<file path="src/rtl/pipe_flush_ctrl.sv">
// pipe_flush_ctrl: central stall/flush controller for the five-stage AXI pipeline.
// Tracks outstanding instruction/data bus transactions and sequences MEM-stage
// exceptions through a drain phase, because in-flight AXI transactions cannot
// be aborted.
// Optional feature: define CTRL_WDOG_EN to add a drain watchdog that forces a
// flush after WDOG_LIMIT drain cycles and pulses wdog_err.
module pipe_flush_ctrl #(
    parameter int CNT_W      = 2,
    parameter int WDOG_LIMIT = 255
) (
    input  logic        cpu_clk_50M,
    input  logic        cpu_rst_n,
    input  logic        ibus_issue,
    input  logic        ibus_ack,
    input  logic        dbus_issue,
    input  logic        dbus_ack,
    input  logic        dbus_req,
    input  logic        exe_stallreq,
    input  logic        excp_req,
    input  logic [31:0] excp_pc,
    output logic [4:0]  stall,
    output logic        mem_stop_wb,
    output logic        flush,
    output logic [31:0] flush_pc,
    output logic        i_issue_en,
    output logic        d_issue_en,
    output logic        ack_drop,
    output logic [1:0]  ctrl_state,
    output logic        wdog_err
);

    typedef enum logic [1:0] {
        S_RUN   = 2'd0,
        S_RSVD  = 2'd1,
        S_DRAIN = 2'd2,
        S_FLUSH = 2'd3
    } state_t;

    localparam logic [CNT_W-1:0] CNT_MAX = '1;

    state_t           state, state_nxt;
    logic [CNT_W-1:0] i_cnt, d_cnt;
    logic [CNT_W-1:0] i_nxt, d_nxt;
    logic             load_pc;
    logic             issue_ok;
    logic             drop_win;
    logic             wdog_hit;
    logic             cnt_idle_nxt;

    // Saturating outstanding-count update: acks at zero and issues at max
    // (without a matching ack) are ignored.
    function automatic logic [CNT_W-1:0] cnt_next(input logic [CNT_W-1:0] c,
                                                 input logic iss, input logic ack);
        logic [CNT_W-1:0] r;
        r = c;
        if (iss && !ack) begin
            if (c != CNT_MAX) r = c + CNT_W'(1);
        end else if (ack && !iss) begin
            if (c != '0) r = c - CNT_W'(1);
        end else if (ack && iss) begin
            if (c == '0) r = CNT_W'(1);
        end
        return r;
    endfunction

    // Next outstanding counts, used both for the counter update and for
    // deciding when the drain is complete.
    always_comb begin
        i_nxt        = cnt_next(i_cnt, ibus_issue, ibus_ack);
        d_nxt        = cnt_next(d_cnt, dbus_issue, dbus_ack);
        cnt_idle_nxt = (i_nxt == '0) && (d_nxt == '0);
    end

`ifdef CTRL_WDOG_EN
    logic [7:0] wdog_cnt;
    logic       wdog_q;

    assign wdog_hit = (state == S_DRAIN) && (wdog_cnt == 8'(WDOG_LIMIT - 1));
    assign wdog_err = wdog_q;

    // Drain-cycle counter; held at zero outside DRAIN so it starts clean on entry.
    always_ff @(posedge cpu_clk_50M or negedge cpu_rst_n) begin
        if (!cpu_rst_n) begin
            wdog_cnt <= '0;
            wdog_q   <= 1'b0;
        end else begin
            wdog_cnt <= (state == S_DRAIN) ? wdog_cnt + 8'd1 : 8'd0;
            wdog_q   <= wdog_hit;
        end
    end
`else
    logic wdog_unused;
    assign wdog_unused = (WDOG_LIMIT != 0);
    assign wdog_hit    = 1'b0;
    assign wdog_err    = 1'b0;
`endif

    // Outstanding counters; a watchdog timeout abandons whatever is in flight.
    always_ff @(posedge cpu_clk_50M or negedge cpu_rst_n) begin
        if (!cpu_rst_n) begin
            i_cnt <= '0;
            d_cnt <= '0;
        end else if (wdog_hit) begin
            i_cnt <= '0;
            d_cnt <= '0;
        end else begin
            i_cnt <= i_nxt;
            d_cnt <= d_nxt;
        end
    end

    // State and redirect-PC registers.
    always_ff @(posedge cpu_clk_50M or negedge cpu_rst_n) begin
        if (!cpu_rst_n) begin
            state    <= S_RUN;
            flush_pc <= 32'h0;
        end else begin
            state <= state_nxt;
            if (load_pc) flush_pc <= excp_pc;
        end
    end

    // Next-state and combinational stall/ack-drop decode.
    always_comb begin
        state_nxt   = state;
        stall       = 5'b00000;
        mem_stop_wb = 1'b0;
        load_pc     = 1'b0;
        issue_ok    = 1'b0;
        drop_win    = 1'b0;
        case (state)
            S_RUN: begin
                issue_ok    = ~excp_req;
                mem_stop_wb = dbus_req & ~dbus_ack;
                if (excp_req) begin
                    stall     = 5'b11111;
                    drop_win  = 1'b1;
                    load_pc   = 1'b1;
                    state_nxt = cnt_idle_nxt ? S_FLUSH : S_DRAIN;
                end else if (dbus_req && !dbus_ack) begin
                    stall = 5'b01111;
                end else if (exe_stallreq) begin
                    stall = 5'b00111;
                end else if ((i_cnt != '0) && !ibus_ack) begin
                    stall = 5'b00001;
                end
            end
            S_DRAIN: begin
                stall       = 5'b11111;
                mem_stop_wb = 1'b1;
                drop_win    = 1'b1;
                if (wdog_hit || cnt_idle_nxt) state_nxt = S_FLUSH;
            end
            S_FLUSH: state_nxt = S_RUN;
            default: state_nxt = S_RUN;
        endcase
    end

    assign flush      = (state == S_FLUSH);
    assign ctrl_state = state;
    assign i_issue_en = issue_ok & (i_cnt != CNT_MAX);
    assign d_issue_en = issue_ok & (d_cnt != CNT_MAX);
    assign ack_drop   = drop_win & (ibus_ack | dbus_ack);

endmodule

</file>
<file path="config.mk">
export PLATFORM = sky130hd
export DESIGN_NAME = pipe_flush_ctrl
export DESIGN_NICKNAME = d
export VERILOG_FILES = /design/src/rtl/pipe_flush_ctrl.sv
export SDC_FILE = /design/constraint.sdc
export NUM_CORES = 1
export LEC_CHECK = 0
export BUFFER_PORTS_ARGS = -buffer_cell sky130_fd_sc_hd__buf_4
export CORE_AREA = 2 2 76 60
export DETAILED_ROUTE_END_ITERATION = 8
export DIE_AREA = 0 0 78 62
export HOLD_SLACK_MARGIN = 0.02
export PLACE_DENSITY = 0.86
export SLEW_MARGIN = 0
export SYNTH_ARGS = -nofsm -noshare
export SYNTH_HDL_FRONTEND = slang
export SYNTH_SLANG_ARGS = --single-unit
</file>
<file path="constraint.sdc">
create_clock -name cpu_clk_50M -period 1.85 [get_ports cpu_clk_50M]
set_input_delay 0.0925 -clock cpu_clk_50M [delete_from_list [all_inputs] [get_ports cpu_clk_50M]]
set_output_delay 0.0925 -clock cpu_clk_50M [all_outputs]
set_load 0.05 [all_outputs]
</file>
==> results of run 1 <==
==> per-stage QoR <==
step,worst slack (ps),instances,TNS (ps),hold WS [ps]
3_3_place_gp,400,253,0,82.5
6_report,166,262,0,35.3
2_1_floorplan,-122,117,-244,-203
3_5_place_dp,333,253,0,82.8
4_1_cts,176,262,0,24.6
5_1_grt,102,262,0,20.4
==> flip-flops by register name, summed over array words and instances (netlist names) <==
signal and count:
d_cnt 2, i_cnt 2, flush_pc 32, ctrl_state 2
==> cells in the final DEF, fill, tap and decap left out <==
master         count
clkbuf_1           1
a21oi_1            2
and3b_1            2
o21ai_0            5
dfrtp_1           38
nor2_8             1
buf_4             84
or2_1              1
nor2_2             1
nand2b_4           1
clkinv_2           1
nor4_2             1
or3_1              1
buf_12             1
nor4_1             1
clkbuf_8           6
mux2_4            30
mux2_1             2
nand4_1            1
nor3b_1            2
inv_1              4
o21ai_1            4
nor2b_1            3
and2_1             1
o31a_1             2
dlygate4sd3_1      1
nand2_1            2
conb_1             1
nor2_1             4
a21oi_2            1
==> area by class of cell <==
type	count	area, um^2	share of cell area, %
Clock buffer	7	86.3	3.45
Multi-Input combinational cell	69	716	28.6
Sequential cell	38	951	38.0
Clock inverter	1	5.00	0.200
Tap cell	57	71.3	2.85
Timing Repair Buffer	86	661	26.4
Inverter	4	15.0	0.599
==> worst max-delay path: cells and delay by family, from the launching register on <==
family                 cells  cell delay [ps]
AO/OA/AOI/OAI              1              160
buffers and inverters      1              220
flip-flops                 1              490
AND/OR/NAND/NOR            1              440
==> worst min-delay path by stage <==
stage                                           end  slack (ps)  depth (start not counted)
after floorplan           ctrl_state[0]$_DFFE_PN0P_        -200                          0
after global placement      flush_pc[7]$_DFFE_PN0P_          80                          1
after detailed placement    flush_pc[7]$_DFFE_PN0P_          80                          1
after CTS                  flush_pc[15]$_DFFE_PN0P_          20                          2
after global routing       flush_pc[15]$_DFFE_PN0P_          20                          2
final                      flush_pc[15]$_DFFE_PN0P_          40                          2
==> routing by layer <==
metal / vias to the layer above / global-route usage, % / share of wire [%]
met1: 565 / 20.1 / 47
li1: 576 / - / -
met2: 47 / 23.9 / 45
met4: 0 / 5.26 / 0.55
met3: 2 / 4.48 / 7.4
met5: - / 0 / 0
==> power breakdown <==
group          switching [W]  internal [W]
combinational        0.00163      0.000973
clock               0.000264      0.000300
sequential          0.000223       0.00120
total                0.00211       0.00248
==> cells by family (layout without fill, tap and decap cells) <==
group,count (synthesis),count (layout),share of synthesized area [%]
and+or+nand+nor,22,22,8.83
muxes,32,32,26.9
other,1,1,0.213
DFF,38,38,54.1
AOI/OAI and AO/OA,14,14,4.41
buffers and inverters,10,98,5.55
==> repair_timing <==
item / 4_1_cts / 5_1_grt
hold endpoints to repair: 38 / 0
resized for setup: 0 / 0
hold buffers: 1 / 0
endpoints found under the setup margin: 0 / 0
==> flow_summary_export.csv, run 1 <==
group,metric,value,unit
floorplanning,die_height,62,um
cts,clk_pin_slew,70,ps
cts,cts-buffers-inserted,5,
cts,cts_sinks,38,
worst_setup_path,critical-path-max-stage-delay,490,ps
global_route,grt_max_degree,39,
routing,postRouteAntennaNets,0,
flow_run,max_cap_violations,0,
place,port_buffers,84,
cts,cts_tree,"built",
worst_setup_path,cp-startpoint,"ctrl_state[1]$_DFFE_PN0P_",
synthesis,netlist_area,1760,um^2
cts,cts_buffer_depth,2,
synthesis,synth_flop_cell,"dfrtp_1",
outcome,status,"finished clean",
hold_path,holdCritStartpoint,"excp_pc[15]",
cts,htreeDepth,2,
finish,num_antenna_cells,0,
worst_setup_path,r2r-end,"flush_pc[14]$_DFFE_PN0P_",
worst_setup_path,crit_chain,"or3_1 -> a21oi_1 -> buf_4",
synthesis,synth_most_common_cell,"dfrtp_1",
power_and_ir_drop,ir_drop,852,uV
sta,rsz0062_at_grt,"no",
worst_setup_path,reg2reg_from,"ctrl_state[0]$_DFFE_PN0P_",
synthesis,synth_nets,158,
worst_setup_path,cp.arrival,1590,ps
sta,finClkSkew,1.73,ps
finish,fillers,363,
global_route,grt_pass1_wl,5490,um
power_and_ir_drop,p_per_area,1830,nW/um^2
worst_setup_path,critPathCapture,"d_issue_en",
cts,cts-root-buf,"clkbuf_8",
global_route,grt_use_total,15.0,%
sta,clock.fmax,594,MHz
global_route,grt_pass1_vias,1162,
worst_setup_path,rr_worst_depth,4,
finish,final_cell_area,2500,um^2
finish,area_growth_syn_to_layout,42.5,%
routing,viasPerCell,4.54,
sta,setup_viol,0,
sta,hold_viol,0,
synthesis,synth.distinct_cells,24,
sta,fin_crit,1680,ps
place,place_area,2400,um^2
synthesis,synth_seq_cells,38,
worst_setup_path,crit_type,"reg2out",
floorplanning,rows,21,
floorplanning,io_pins,86,
global_route,antenna_found_initial,0,
synthesis,post-synth-top-area-fraction,54.1,%
floorplanning,initial_core_util,41.8,%
worst_setup_path,cp_max_fo,7,
floorplanning,die_area,4840,um^2
power_and_ir_drop,finalPower,0.00459,W
routing,vias,1190,
synthesis,yosys.area.top_type,"dfrtp_1",
sta,final.period_utilization,91.0,%
synthesis,yosysSeqAreaShare,54.1,%
place,dp_hpwl,2670,um
routing,wl_per_cell,13.9,um
routing,drt-total-wl,3650,um
synthesis,netlist_instances,117,
finish,fin_util,59.6,%
power_and_ir_drop,leakagePower,1.23,nW
synthesis,yosysWarnings,0,
worst_setup_path,cp-start-kind,"register",
hold_path,hold_class,"in2reg",
cts,clock_latency,280,ps
worst_setup_path,slowest_stage,"dfrtp_1",
synthesis,avgSynthCellArea,15.0,um^2
worst_setup_path,cp-end-kind,"output port",
worst_setup_path,r2r_slack,330,ps
floorplanning,core-area,4200,um^2
routing,drt_pass1_iterations,3,
synthesis,synth_commonest_cells,"38 x dfrtp_1, 30 x mux2_4, 7 x o21ai_0",
routing,drt_first_iter_violations,37,
global_route,gr-total-overflow,0,
synthesis,synth_area_leaders,"dfrtp_1 54%, mux2_4 26%, buf_12 3.4%",
finish,num-nets-final,245,
worst_setup_path,worst-endpoint-required,1760,ps
cts,post_cts_buffers,0,
finish,drive_gt1_share,62.0,%
routing,drc,0,
synthesis,async_flop_share,100,%
floorplanning,die_w,78,um
sta,slew_viol_final,0,
place,routabilityCongestion,0.797,
synthesis,synth_edf_count,0,
Power figures use the tool's default switching activity.
==> inputs of run 2 (changes only) <==
--- a/config.mk
+++ b/config.mk
@@ -12,4 +12,5 @@
 export HOLD_SLACK_MARGIN = 0.02
 export PLACE_DENSITY = 0.86
+export REMOVE_ABC_BUFFERS = 1
 export SLEW_MARGIN = 0
 export SYNTH_ARGS = -nofsm -noshare
==> constraint.sdc (replaced) <==
create_clock -name cpu_clk_50M -period 1.85 [get_ports cpu_clk_50M]
set_input_delay 0.0925 -clock cpu_clk_50M [delete_from_list [all_inputs] [get_ports cpu_clk_50M]]
set_output_delay 0.0925 -clock cpu_clk_50M [all_outputs]
set_load 0.1 [all_outputs]
==> flow_summary_export.csv, run 2 (synthesis results as in run 1) <==
group,metric,value,unit
outcome,status,"finished clean",
cts,cts-buffers-inserted,5,
sta,finClkSkew,3.50,ps
floorplanning,rows,21,
cts,cts-root-buf,"clkbuf_8",
finish,mostFrequentLayoutCell,"buf_4",
cts,cts_sinks,38,
global_route,grt_pass1_vias,1155,
cts,cts_buffer_depth,2,
finish,num-nets-final,248,
global_route,antenna_found_initial,0,
worst_setup_path,cp-startpoint,"ctrl_state[1]$_DFFE_PN0P_",
worst_setup_path,r2r-end,"flush_pc[15]$_DFFE_PN0P_",
routing,viasPerCell,4.67,
global_route,grt_max_degree,39,
routing,drt-total-wl,4000,um
worst_setup_path,r2r_slack,280,ps
global_route,gr-total-overflow,0,
finish,regMostFlops,"flush_pc",
sta,fin_crit,1740,ps
floorplanning,core-area,4200,um^2
place,routabilityCongestion,0.771,
worst_setup_path,reg2reg_from,"ctrl_state[0]$_DFFE_PN0P_",
routing,postRouteAntennaNets,0,
floorplanning,die_w,78,um
sta,rsz0062_at_grt,"no",
sta,final.period_utilization,94.3,%
routing,drt_pass1_iterations,4,
routing,vias,1234,
sta,setup_viol,0,
cts,htreeDepth,2,
worst_setup_path,crit_type,"reg2out",
worst_setup_path,cp-start-kind,"register",
global_route,grt_use_total,15.8,%
routing,drc,0,
sta,fin_setup_tns,0,ps
cts,clk_pin_slew,70,ps
routing,drt_first_iter_violations,65,
worst_setup_path,critPathCapture,"i_issue_en",
sta,hold_viol,0,
worst_setup_path,cp-end-kind,"output port",
hold_path,hold_class,"in2reg",
worst_setup_path,rr_worst_depth,4,
floorplanning,initial_core_util,41.8,%
finish,drive_gt1_share,60.4,%
floorplanning,die_area,4840,um^2
cts,clock_latency,280,ps
sta,clock.fmax,573,MHz
cts,cts_tree,"built",
flow_run,max_cap_violations,0,
finish,layout_common_cells,"86 x buf_4, 38 x dfrtp_1, 30 x mux2_4",
finish,largest_register_ffs,32,
routing,wl_per_cell,15.1,um
floorplanning,die_height,62,um
sta,slew_viol_final,0,
finish,num_antenna_cells,0,
worst_setup_path,cp_max_fo,7,
place,port_buffers,84,
worst_setup_path,worst-endpoint-required,1760,ps
finish,area_growth_syn_to_layout,42.7,%
worst_setup_path,cp.arrival,1650,ps
place,dp_hpwl,3150,um
global_route,grt_pass1_wl,5750,um
floorplanning,io_pins,86,
==> run 2: stage by stage <==
stage | util (%) | hold slack [ps] | cell area [um^2] | setup slack [ps] | cells
after detailed placement | 57.4 | 78.7 | 2410 | 289 | 255
final | 59.7 | 34.4 | 2510 | 106 | 264
after CTS | 59.4 | 24.1 | 2500 | 99.4 | 263
after global placement | 57.4 | 80.1 | 2410 | 349 | 255
after global routing | 59.7 | 21.5 | 2510 | 9.36 | 264
after floorplan | - | -203 | 1680 | -1990 | 111
==> run 2: area by class of cell <==
type                            instances  area, um^2
Fill cell                             346        1700
Sequential cell                        38         951
Multi-Input combinational cell         69         709
Timing Repair Buffer                   89         686
Clock buffer                            7        76.3
Tap cell                               57        71.3
Inverter                                4        15.0
==> run 2: how the worst min path moves through the flow <==
stage	startpoint	endpoint	slack, ps	cells after the start
2_1_floorplan	cpu_rst_n	ctrl_state[0]$_DFFE_PN0P_	-200	0
3_3_place_gp	cpu_rst_n	flush_pc[22]$_DFFE_PN0P_	80	1
3_5_place_dp	cpu_rst_n	flush_pc[22]$_DFFE_PN0P_	80	1
4_1_cts	excp_pc[14]	flush_pc[14]$_DFFE_PN0P_	20	2
5_1_grt	excp_pc[2]	flush_pc[2]$_DFFE_PN0P_	20	2
6_report	excp_pc[14]	flush_pc[14]$_DFFE_PN0P_	30	2
==> run 2: layer usage <==
metal  track usage [%]  vias to the layer above  part of all wire (%)
li1                  -                      586                     -
met1              19.7                      615                    40
met2              28.6                       29                    56
met3              2.89                        4                   2.7
met4              5.51                        0                  0.88
met5                 0                        -                     0
==> run 2: timing repair <==
action / CTS / global route
hold buffers: 1 / 1
setup endpoints to repair: 0 / 0
endpoints found under the hold margin: 38 / 1
setup buffers: 0 / 0
gates resized for setup: 0 / 0
==> run 2: critical path: stages (launching register included) <==
cell and delay, ps:
dfrtp_1 490, or3_1 440, a21oi_1 130, buf_4 300
Power of run 2 is left out: the tool's default activity adds up to more than one toggle a clock period on the data nets, which glitch-free logic cannot reach.
